### src/rtl/calculator_pkg.sv
// calculator_pkg: shared widths and FSM state encoding for the calculator datapath.
//    DATA_W        operand/result width
//    MEM_WORD_SIZE SRAM word width (two operands, or two packed results)
//    ADDR_W        SRAM address width
//    state_t       sequencing states of calc_controller
package calculator_pkg;
   localparam int DATA_W        = 32;
   localparam int MEM_WORD_SIZE = 64;
   localparam int ADDR_W        = 10;
   typedef enum logic [2:0] {S_IDLE, S_READ, S_WAIT, S_ADD, S_FLUSH, S_WRITE, S_END} state_t;
endpackage

### src/rtl/calc_controller.sv
// calc_controller: walks operand words in SRAM, feeds the adder, packs two sums per result word and writes it back.
//    clk_i, rst_ni                      clock, asynchronous active-low reset
//    start_i                            begin a run (only honoured in S_IDLE)
//    rd_start_i/rd_end_i                inclusive operand word range, sampled on start
//    wr_start_i/wr_end_i                inclusive result word range, sampled on start
//    mem_rdata_i                        SRAM read data, one cycle after mem_re_o
//    mem_addr_o/mem_re_o/mem_we_o       SRAM port; write data comes from the result buffer
//    op_a_o/op_b_o                      registered adder operands
//    loc_sel_o                          result buffer half select (0 = low, 1 = high)
//    busy_o/done_o                      run in progress / one-cycle end-of-run pulse
module calc_controller
   import calculator_pkg::*;
(
   input  logic                     clk_i,
   input  logic                     rst_ni,
   input  logic                     start_i,
   input  logic [ADDR_W-1:0]        rd_start_i,
   input  logic [ADDR_W-1:0]        rd_end_i,
   input  logic [ADDR_W-1:0]        wr_start_i,
   input  logic [ADDR_W-1:0]        wr_end_i,
   input  logic [MEM_WORD_SIZE-1:0] mem_rdata_i,
   output logic [ADDR_W-1:0]        mem_addr_o,
   output logic                     mem_re_o,
   output logic                     mem_we_o,
   output logic [DATA_W-1:0]        op_a_o,
   output logic [DATA_W-1:0]        op_b_o,
   output logic                     loc_sel_o,
   output logic                     busy_o,
   output logic                     done_o
);
   state_t state_q, state_d;
   logic [ADDR_W-1:0] rd_ptr_q, rd_end_q, wr_ptr_q, wr_end_q;
   logic [DATA_W-1:0] op_a_q, op_b_q;
   logic half_q, last_q, loc_q;
   // last_q marks that the most recently read word was the final one; a flag rather
   // than a pointer compare so a range ending at the top address cannot wrap around.
   always_ff @(posedge clk_i or negedge rst_ni) begin
      if (!rst_ni) begin
         state_q  <= S_IDLE;
         rd_ptr_q <= '0;
         rd_end_q <= '0;
         wr_ptr_q <= '0;
         wr_end_q <= '0;
         op_a_q   <= '0;
         op_b_q   <= '0;
         half_q   <= 1'b0;
         last_q   <= 1'b0;
         loc_q    <= 1'b0;
      end else begin
         state_q <= state_d;
         case (state_q)
            S_IDLE: if (start_i) begin
               rd_ptr_q <= rd_start_i;
               rd_end_q <= rd_end_i;
               wr_ptr_q <= wr_start_i;
               wr_end_q <= wr_end_i;
               half_q   <= 1'b0;
               last_q   <= 1'b0;
            end
            S_WAIT: begin
               op_a_q   <= mem_rdata_i[MEM_WORD_SIZE-1:DATA_W];
               op_b_q   <= mem_rdata_i[DATA_W-1:0];
               rd_ptr_q <= rd_ptr_q + 1'b1;
               last_q   <= (rd_ptr_q == rd_end_q);
            end
            S_ADD: begin
               half_q <= ~half_q;
               loc_q  <= half_q;
               // Operands must already be zero during S_FLUSH so the upper half captures 0.
               if (state_d == S_FLUSH) begin
                  op_a_q <= '0;
                  op_b_q <= '0;
               end
            end
            S_FLUSH: loc_q <= 1'b1;
            S_WRITE: wr_ptr_q <= wr_ptr_q + 1'b1;
            default: ;
         endcase
      end
   end
   always_comb begin
      state_d = state_q;
      case (state_q)
         S_IDLE:  state_d = !start_i ? S_IDLE :
                            (rd_end_i < rd_start_i || wr_end_i < wr_start_i) ? S_END : S_READ;
         S_READ:  state_d = S_WAIT;
         S_WAIT:  state_d = S_ADD;
         S_ADD:   state_d = half_q ? S_WRITE : last_q ? S_FLUSH : S_READ;
         S_FLUSH: state_d = S_WRITE;
         S_WRITE: state_d = (!last_q && wr_ptr_q < wr_end_q) ? S_READ : S_END;
         default: state_d = S_IDLE;
      endcase
   end
   always_comb begin
      mem_re_o   = (state_q == S_READ);
      mem_we_o   = (state_q == S_WRITE);
      mem_addr_o = (state_q == S_READ) ? rd_ptr_q : (state_q == S_WRITE) ? wr_ptr_q : '0;
      loc_sel_o  = (state_q == S_ADD) ? half_q : (state_q == S_FLUSH) ? 1'b1 : loc_q;
      op_a_o     = op_a_q;
      op_b_o     = op_b_q;
      busy_o     = (state_q != S_IDLE);
      done_o     = (state_q == S_END);
   end
endmodule

### config.mk
export PLATFORM = sky130hd
export DESIGN_NAME = calc_controller
export DESIGN_NICKNAME = d
export VERILOG_FILES = /design/src/rtl/calculator_pkg.sv /design/src/rtl/calc_controller.sv
export SDC_FILE = /design/constraint.sdc
export NUM_CORES = 1
export LEC_CHECK = 0
export BUFFER_PORTS_ARGS = -buffer_cell sky130_fd_sc_hd__buf_2
export CAP_MARGIN = 20
export CORE_ASPECT_RATIO = 0.75
export CORE_MARGIN = 8
export CORE_UTILIZATION = 50
export CTS_BUF_LIST = sky130_fd_sc_hd__clkbuf_4 sky130_fd_sc_hd__clkbuf_8 sky130_fd_sc_hd__clkbuf_16
export CTS_CLUSTER_SIZE = 24
export DETAILED_ROUTE_END_ITERATION = 10
export GPL_ROUTABILITY_DRIVEN = 0
export PLACE_DENSITY = 0.9
export SETUP_SLACK_MARGIN = 0.4
export SLEW_MARGIN = 20
export SYNTH_ARGS = -nofsm -noshare
export SYNTH_HDL_FRONTEND = slang
export SYNTH_SLANG_ARGS = --single-unit
### constraint.sdc
create_clock -name clk_i -period 2.3 [get_ports clk_i]
set_input_delay 0.23 -clock clk_i [delete_from_list [all_inputs] [get_ports clk_i]]
set_output_delay 0.23 -clock clk_i [all_outputs]
set_load 0.02 [all_outputs]
==> results of run 1 <==
per-stage QoR:
step / area (um2) / worst slack (ps)
2_1_floorplan: 5340 / 445
6_report: 7070 / 350
3_3_place_gp: 6450 / -62.7
4_1_cts: 6890 / 349
3_5_place_dp: 6450 / -56.2
5_1_grt: 7070 / 254
worst min-delay path, cell delays in order:
cell     delay, ps
buf_2           90
nand2_1         40
nand2_1         40
cell type report:
type	count	area, um2	area share [%]
repair buffers	217	1290	18.3
flip-flops and latches	110	2750	39.0
clock buffers	9	225	3.19
inverters	34	139	1.96
well taps	136	170	2.41
clock inverters	7	82.6	1.17
multi-input cells	335	2410	34.0
flip-flops by register name (all words and copies together) (netlist names):
register and flops:
half_q 1, last_q 1, loc_q 1, op_a_o 32, op_b_o 32, rd_end_q 10
rd_ptr_q 10, state_q 3, wr_end_q 10, wr_ptr_q 10
power groups by stage:
stage	Clock [mW]	Sequential, mW	Combinational (mW)
detailed placement	0	3.61	4.86
floorplan	0	4.06	2.72
finish	1.59	3.62	5.39
CTS	1.62	3.57	5.09
global route	1.69	3.71	5.81
global placement	0	3.56	4.68
cells in the mapped netlist (2+ instances only):
| master | number | share of area (%) |
|---|---|---|
| buf_6 | 2 | 0.42 |
| a211oi_1 | 9 | 1.3 |
| ha_1 | 29 | 6.8 |
| mux2i_1 | 2 | 0.37 |
| inv_1 | 33 | 2.3 |
| buf_2 | 12 | 1.1 |
| nand2b_1 | 7 | 0.82 |
| o21ai_0 | 20 | 1.9 |
| o21a_1 | 4 | 0.56 |
| and3_1 | 3 | 0.35 |
| nor3_1 | 5 | 0.47 |
| nand3_1 | 8 | 0.75 |
| o22ai_1 | 5 | 0.59 |
| clkbuf_1 | 17 | 1.2 |
| a22oi_1 | 4 | 0.56 |
| xor2_1 | 4 | 0.66 |
| xnor2_1 | 6 | 0.98 |
| nor3b_1 | 2 | 0.28 |
| nor2_1 | 14 | 0.98 |
| a21oi_1 | 26 | 2.4 |
| or3_1 | 2 | 0.23 |
| nand2_1 | 71 | 5.0 |
| a221oi_1 | 2 | 0.33 |
| a22o_1 | 71 | 12 |
| a31oi_1 | 3 | 0.35 |
| nand4_1 | 9 | 1.1 |
| dfrtp_1 | 110 | 52 |
| a211o_1 | 5 | 0.82 |
timing repair:
item                       in CTS  in global routing
hold endpoints to repair       25                  0
setup buffers                  11                  7
pin swaps                       1                  8
hold buffers                    1                  0
gates resized for setup        12                 39
setup endpoints to repair      24                 24
cloned                          1                  0
placed cells by master (no fill, tap or decap), types with 2 or more instances in the layout:
master,instances
buf_2,173
dfrtp_1,109
a22o_1,71
nand2_1,68
inv_1,32
ha_1,29
a21oi_1,26
buf_4,26
o21ai_0,19
nor2_1,14
buf_6,12
nand4_1,9
a211oi_1,9
clkbuf_16,9
nand3_1,8
nand2b_1,6
xnor2_1,6
a211o_1,5
o22ai_1,5
o21a_1,4
xor2_1,4
buf_12,4
clkinvlp_4,3
a31oi_1,3
a22oi_1,3
nor3_4,2
inv_8,2
or3_1,2
nor3_1,2
nand2_2,2
and3_1,2
a221oi_1,2
mux2i_1,2
clkinv_4,2
cell families (layout without fill, tap and decap cells):
group / count (synthesis) / count (layout) / share of synthesized area, %
and+or+nand+nor: 130 / 130 / 11.5
muxes: 2 / 2 / 0.375
adders and majority gates: 29 / 29 / 6.79
xor gates and xnor gates: 10 / 10 / 1.64
DFF: 110 / 110 / 51.5
AOI/OAI and AO/OA: 164 / 164 / 23.0
buffers and inverters: 66 / 267 / 5.20
metal layers:
metal | vias to the layer above | routed length [um] | GRT usage [%]
met5 | - | 0 | 0
met4 | 0 | 467 | 6.17
met3 | 57 | 1660 | 6.26
met2 | 312 | 8400 | 37.1
met1 | 2400 | 6580 | 28.5
li1 | 2258 | - | -
final timing paths:
kind / cells after the start / start / endpoint
setup / recovery: 7 / state_q[0] / mem_addr_o[4]
hold / removal: 3 / rd_end_i[7] / rd_end_q[7]
setup reg to reg: 6 / state_q[0] / rd_ptr_q[7]
hold reg to reg: 1 / op_b_o[19] / op_b_o[19]
max in group asynchronous: 3 / rst_ni / op_a_o[5]
min in group asynchronous: 2 / rst_ni / wr_end_q[4]
==> impl_metrics.json, run 1 <==
{
  "outcome": "finished clean",
  "worst-slew-pin-transition_ps": 561,
  "ir_worst_vdd_mv": 0.722,
  "synth_ff_type": "dfrtp_1",
  "crit_required_ps": 2070,
  "portBuffers": 185,
  "ys.warnings.count": 0,
  "wl_um": 17100,
  "grt_first_pass_wirelength_um": 25900,
  "slew_headroom_pct": 62.5,
  "cts_buffers": 9,
  "postLayoutCoreUtil_pct": 68.4,
  "dp_hpwl_um": 12300,
  "vias": 5027,
  "p_sw_mw": 4.62,
  "avgSynthCellArea_um2": 10.5,
  "postRouteAntennaNets": 0,
  "fillers": 768,
  "ys_seq_elements": 110,
  "synthArstFlopShare_pct": 100,
  "pwr-share-clk_pct": 15.0,
  "ys_seq_area_share_pct": 51.5,
  "grt_pass1_vias": 4926,
  "maxSlewViolCount": 0,
  "drc": 0,
  "groute.usage.overall_pct": 22.5,
  "seq_power_share_pct": 34.1,
  "syn-instance-count": 511,
  "end_kind": "output port",
  "critPathMaxStageDelay_ps": 390,
  "wire_per_inst_um": 20.2,
  "synth_nets": 647,
  "synth_edf_count": 0,
  "cts.clk_slew.worst_paths_ps": 70,
  "holdWs_ps": 92.4,
  "clockRootBuffer": "clkbuf_16",
  "mappedNetlistArea_mm2": 0.00534,
  "initial_utilization_pct": 51.7,
  "crit_family": "buffers and inverters",
  "crit_fanout": 6,
  "layout.nets": 843,
  "num_antenna_cells": 0,
  "rows": 32,
  "p_leak_nw": 3.67,
  "synth.distinct_cells": 54,
  "die-area_mm2": 0.0143,
  "vias_per_cell": 5.93,
  "power_mw": 10.6,
  "io_pins": 186,
  "powerDensity_mw_per_mm2": 1500,
  "hold_viol": 0,
  "rsz0062_at_grt": "true",
  "p_int_mw": 5.97,
  "min_period_over_period_pct": 84.8,
  "htree_levels": 3,
  "dp.cells": 812,
  "path_cells": "buf_6 > clkinvlp_4 > nor3_4 > buf_6 > nand2_1 > nand2_1 > buf_4",
  "max_freq_ghz": 0.513,
  "dr.pass1.iters": 7,
  "cp_slowest_cell": "dfrtp_1",
  "drtIter0Drc": 648,
  "setup_viol": 0,
  "worstPathBufferInverterCount": 4,
  "power_frac_comb_pct": 50.9,
  "coreArea_mm2": 0.0103,
  "arrival_ps": 1720,
  "grt_max_degree": 65,
  "cts_tree": "yes",
  "antenna_found_initial": 0,
  "drv_cap": 0,
  "clock_sinks": 110,
  "fin_setup_tns_ps": 0,
  "fin_cells": 848,
  "insertion_delay_ps": 350,
  "fin_crit_ps": 1950,
  "overflow": 0,
  "drive_above_1_share_pct": 35.7,
  "min-delay-path-class": "input pin to register",
  "die_h_um": 106,
  "dieWidth_um": 135,
  "area_growth_pct": 32.3,
  "switching_share_pct": 43.6,
  "cts_buffer_depth": 2,
  "path_class": "register to output port",
  "clock_skew_ps": 8.25,
  "critPathLaunchType": "register",
  "r2r_slack_ps": 360
}
No activity file was read; power rests on OpenSTA's default activity.
==> run 2, diff against run 1 <==
--- a/config.mk
+++ b/config.mk
@@ -9,12 +9,12 @@
 export CAP_MARGIN = 20
 export CORE_ASPECT_RATIO = 0.75
 export CORE_MARGIN = 8
-export CORE_UTILIZATION = 50
+export CORE_UTILIZATION = 45
 export CTS_BUF_LIST = sky130_fd_sc_hd__clkbuf_4 sky130_fd_sc_hd__clkbuf_8 sky130_fd_sc_hd__clkbuf_16
 export CTS_CLUSTER_SIZE = 24
 export DETAILED_ROUTE_END_ITERATION = 10
 export GPL_ROUTABILITY_DRIVEN = 0
-export PLACE_DENSITY = 0.9
+export PLACE_DENSITY = 0.86
 export SETUP_SLACK_MARGIN = 0.4
 export SLEW_MARGIN = 20
 export SYNTH_ARGS = -nofsm -noshare
==> constraint.sdc (replaced) <==
create_clock -name clk_i -period 1.7 [get_ports clk_i]
set_input_delay 0.17 -clock clk_i [delete_from_list [all_inputs] [get_ports clk_i]]
set_output_delay 0.17 -clock clk_i [all_outputs]
set_load 0.02 [all_outputs]
==> impl_metrics.json, run 2 (same netlist as run 1, synthesis figures left out) <==
{
  "worst-slew-pin-transition_ps": 620,
  "max_freq_ghz": 0.506,
  "hold_path_end": "rd_end_q[0]",
  "final_cell_mix": "buf_2 (169), dfrtp_1 (106), buf_4 (70)",
  "min_path_cells": 3,
  "pwr-share-clk_pct": 11.1,
  "power_frac_comb_pct": 62.7,
  "overflow": 0,
  "p_leak_nw": 4.55,
  "fin_setup_tns_ps": -13410,
  "cts_buffers": 9,
  "cts.clk_slew.worst_paths_ps": 80,
  "ir_worst_vdd_mv": 0.955,
  "grt_first_pass_wirelength_um": 31400,
  "seq_area_mm2": 0.00276,
  "fillers": 664,
  "seq_power_share_pct": 26.3,
  "arrival_ps": 2220,
  "slew_headroom_pct": 58.7,
  "clock_skew_ps": 12.1,
  "grt_max_degree": 111,
  "power_mw": 18.7,
  "outcome": "complete, but fails checks",
  "clockRootBuffer": "clkbuf_16",
  "io_pins": 186,
  "drive_above_1_share_pct": 56.0,
  "crit_fanout": 5,
  "r2r_slack_ps": -280,
  "drtIter0Drc": 660,
  "fin_crit_ps": 1980,
  "wire_per_inst_um": 23.8,
  "dieWidth_um": 142,
  "p_int_mw": 10.6,
  "switching_share_pct": 43.5,
  "final_common_cell": "buf_2",
  "grt_pass1_vias": 5952,
  "critPathLaunchType": "register",
  "insertion_delay_ps": 360,
  "groute.usage.overall_pct": 25.6,
  "min_from": "rd_end_i[0]",
  "clock_sinks": 110,
  "multi_input_area_mm2": 0.00291,
  "drv_cap": 0,
  "min-delay-path-class": "input pin to register",
  "hold_viol": 0,
  "holdWs_ps": 32.4,
  "coreArea_mm2": 0.0116,
  "layout.nets": 950,
  "num_antenna_cells": 0,
  "rsz0062_at_grt": "true",
  "area_growth_pct": 68.2,
  "wl_um": 23300,
  "portBuffers": 185,
  "rows": 34,
  "min_period_over_period_pct": 116,
  "reg2regPathDepth": 7,
  "dr.pass1.iters": 6,
  "dp_hpwl_um": 12200,
  "cts_buffer_depth": 2,
  "r2r_end": "wr_ptr_q[6]",
  "drc": 0,
  "setup_ws_ps": -277,
  "r2r-start": "wr_ptr_q[0]",
  "end_kind": "register",
  "die-area_mm2": 0.0156,
  "path_class": "register to register",
  "setup_viol": 115,
  "crit_required_ps": 1940,
  "antenna_found_initial": 0,
  "vias_per_cell": 5.99,
  "cts_tree": "yes",
  "htree_levels": 3,
  "initial_utilization_pct": 46.2,
  "vias": 5872,
  "powerDensity_mw_per_mm2": 2090,
  "p_sw_mw": 8.16,
  "violations": "setup timing",
  "die_h_um": 110,
  "postRouteAntennaNets": 0,
  "maxSlewViolCount": 0
}
-- run 2: cell count changes in the layout (fill, tap and decap cells not counted), sizes merged --
cell,previous run,this run
buf,215,322
clkinvlp,3,1
clkbuf,10,11
bufinv,1,0
clkinv,2,4
-- run 2: cell type report --
| cell class | instances | area share, % |
|---|---|---|
| Clock buffer | 10 | 2.59 |
| Clock inverter | 6 | 0.627 |
| Inverter | 34 | 1.56 |
| Multi-Input combinational cell | 335 | 32.4 |
| Sequential cell | 110 | 30.7 |
| Tap cell | 162 | 2.26 |
| Timing Repair Buffer | 324 | 29.9 |
-- run 2: how the worst max path moves through the flow --
stage	cells after the start	slack, ps	start	endpoint
global placement	8	-90	rd_end_i[7]	state_q[0]
global route	9	-310	state_q[0]	wr_ptr_q[6]
detailed placement	9	-210	rd_start_i[7]	state_q[0]
CTS	6	-120	state_q[0]	mem_addr_o[3]
finish	7	-280	wr_ptr_q[0]	wr_ptr_q[6]
floorplan	7	50	state_q[0]	rd_ptr_q[7]
-- run 2: power by group through the flow --
stage	Combinational, mW	Sequential (mW)	Clock (mW)
6_report	11.7	4.92	2.08
2_1_floorplan	4.15	5.52	0
3_3_place_gp	7.03	4.70	0
3_5_place_dp	7.30	4.77	0
4_1_cts	10.1	4.72	2.07
5_1_grt	12.3	5.03	2.22
-- run 2: metal layers --
layer  vias up  global-route usage [%]  wire length [um]
met4         0                    12.3              1220
met2       463                    42.7             11000
met3       125                    7.06              2420
met1      2807                    30.7              8680
met5         -                       0                 0
li1       2477                       -                 -
-- run 2: metrics by stage --
step	std cells	setup WS [ps]	cell area, um2	util, %
global placement	873	-87.0	6890	59.6
global route	981	-308	8990	77.7
finish	981	-277	8990	77.7
CTS	953	-123	8400	72.6
detailed placement	873	-208	6890	59.6
floorplan	511	47.4	5620	-
-- run 2: timing repair --
action,in CTS,in global routing
gates cloned,16,1
buffers inserted,47,27
hold buffers,1,0
resized for setup,139,92
setup endpoints to repair,123,124
pin swaps,33,60
hold endpoints to repair,110,0
-- run 2: worst max-delay path, cell delays in order, from the launching register on --
cell,delay [ps]
dfrtp_1,500
ha_1,280
nand2_1,180
nor3_4,290
buf_4,160
nand2b_4,110
a21oi_2,50
a211oi_1,300
==> run 3, diff against run 2 <==
--- a/config.mk
+++ b/config.mk
@@ -7,7 +7,7 @@
 export LEC_CHECK = 0
 export BUFFER_PORTS_ARGS = -buffer_cell sky130_fd_sc_hd__buf_2
 export CAP_MARGIN = 20
-export CORE_ASPECT_RATIO = 0.75
+export CORE_ASPECT_RATIO = 1.1
 export CORE_MARGIN = 8
 export CORE_UTILIZATION = 45
 export CTS_BUF_LIST = sky130_fd_sc_hd__clkbuf_4 sky130_fd_sc_hd__clkbuf_8 sky130_fd_sc_hd__clkbuf_16
==> impl_metrics.json, run 3 (same netlist as run 1, synthesis figures left out) <==
{
  "fin_crit_ps": 2000,
  "fin_cells": 965,
  "io_pins": 186,
  "drv_cap": 0,
  "setup_viol": 87,
  "fillers": 610,
  "max_freq_ghz": 0.500,
  "wire_per_inst_um": 25.1,
  "antenna_found_initial": 0,
  "cts.clk_slew.worst_paths_ps": 80,
  "crit_required_ps": 1950,
  "ir_worst_vdd_mv": 1.30,
  "insertion_delay_ps": 350,
  "outcome": "complete, but fails checks",
  "powerDensity_mw_per_mm2": 2120,
  "overflow": 0,
  "cts_tree": "yes",
  "coreArea_mm2": 0.0115,
  "die-area_mm2": 0.0156,
  "path_class": "register to register",
  "min_from": "rd_end_i[6]",
  "clockRootBuffer": "clkbuf_16",
  "layout.nets": 946,
  "final_cell_mix": "buf_2 (170), dfrtp_1 (104), buf_4 (70)",
  "multi_input_area_mm2": 0.00298,
  "critPathLaunchType": "register",
  "min_path_cells": 3,
  "clock_skew_ps": 13.1,
  "end_kind": "register",
  "dp.cells": 865,
  "dieWidth_um": 120,
  "min_period_over_period_pct": 118,
  "min-delay-path-class": "input pin to register",
  "p_leak_nw": 4.57,
  "r2r_slack_ps": -300,
  "portBuffers": 185,
  "power_mw": 19.2,
  "hold_viol": 0,
  "maxSlewViolCount": 0,
  "postLayoutCoreUtil_pct": 78.7,
  "grt_first_pass_wirelength_um": 32800,
  "initial_utilization_pct": 46.3,
  "cts_buffers": 9,
  "arrival_ps": 2250,
  "r2r_end": "wr_ptr_q[9]",
  "dp_hpwl_um": 12400,
  "hold_path_end": "rd_end_q[6]",
  "crit_fanout": 5,
  "fin_setup_tns_ps": -7950,
  "slew_headroom_pct": 61.0,
  "r2r-start": "state_q[0]",
  "vias": 5971,
  "drtIter0Drc": 574,
  "die_h_um": 130,
  "drive_above_1_share_pct": 56.2,
  "groute.usage.overall_pct": 26.8,
  "seq_area_mm2": 0.00276,
  "postRouteAntennaNets": 0,
  "htree_levels": 3,
  "rows": 41,
  "wl_um": 24200,
  "worst-slew-pin-transition_ps": 585,
  "area_growth_pct": 70.0,
  "cts_buffer_depth": 2,
  "dr.pass1.iters": 8,
  "grt_max_degree": 111,
  "reg2regPathDepth": 7,
  "drc": 0,
  "clock_sinks": 110,
  "final_common_cell": "buf_2",
  "num_antenna_cells": 0,
  "vias_per_cell": 6.19,
  "setup_ws_ps": -301,
  "grt_pass1_vias": 6056,
  "rsz0062_at_grt": "true",
  "place_ws_ps": -339,
  "violations": "setup timing"
}
-- run 3: area by class of cell --
class,instances,share of cell area [%]
clock buffer,10,2.63
multi-input combinational,335,32.8
tap,150,2.07
clock inverter,6,0.579
inverter,34,1.54
timing repair buffer,320,29.9
sequential,110,30.4
-- run 3: critical path: stages (launching register included) --
cell,delay [ps]
dfrtp_2,450
buf_6,140
nor2_2,120
nand3b_1,270
buf_6,240
a21oi_1,360
mux2i_1,170
o21a_1,140
-- run 3: metal layers --
| layer | track usage, % | up-vias | share of wire, % |
|---|---|---|---|
| li1 | - | 2473 | - |
| met1 | 28.7 | 2874 | 36 |
| met2 | 47.1 | 484 | 49 |
| met3 | 8.55 | 140 | 9.5 |
| met4 | 13.2 | 0 | 5.7 |
| met5 | 0 | - | 0 |
-- run 3: stage by stage --
stage / hold slack, ps / instance area [um2]
6_report: 36.2 / 9080
5_1_grt: 43.6 / 9080
4_1_cts: 7.87 / 8500
3_5_place_dp: 295 / 6910
3_3_place_gp: 279 / 6910
2_1_floorplan: -126 / 5620
-- run 3: repair_timing --
action                                  CTS  global route
endpoints found under the hold margin   110             0
gates resized for setup                 112           105
endpoints found under the setup margin  123           124
gates cloned                             15             4
pin swaps                                40            39
hold buffers                              1             0
setup buffers                            49            15
-- run 3: worst max-delay path by stage --
stage | from | to | slack (ps) | cells after the start
global placement | rd_start_i[4] | state_q[0] | -280 | 9
CTS | state_q[1] | mem_addr_o[1] | -90 | 5
finish | state_q[0] | wr_ptr_q[9] | -300 | 7
detailed placement | rd_start_i[7] | state_q[0] | -340 | 9
global route | state_q[0] | wr_ptr_q[9] | -410 | 7
floorplan | state_q[0] | rd_ptr_q[7] | 50 | 7
-- run 3: report_power, final --
group | internal, mW | switching [mW]
combinational | 6.03 | 6.15
sequential | 3.88 | 1.07
clock | 1.07 | 1.04
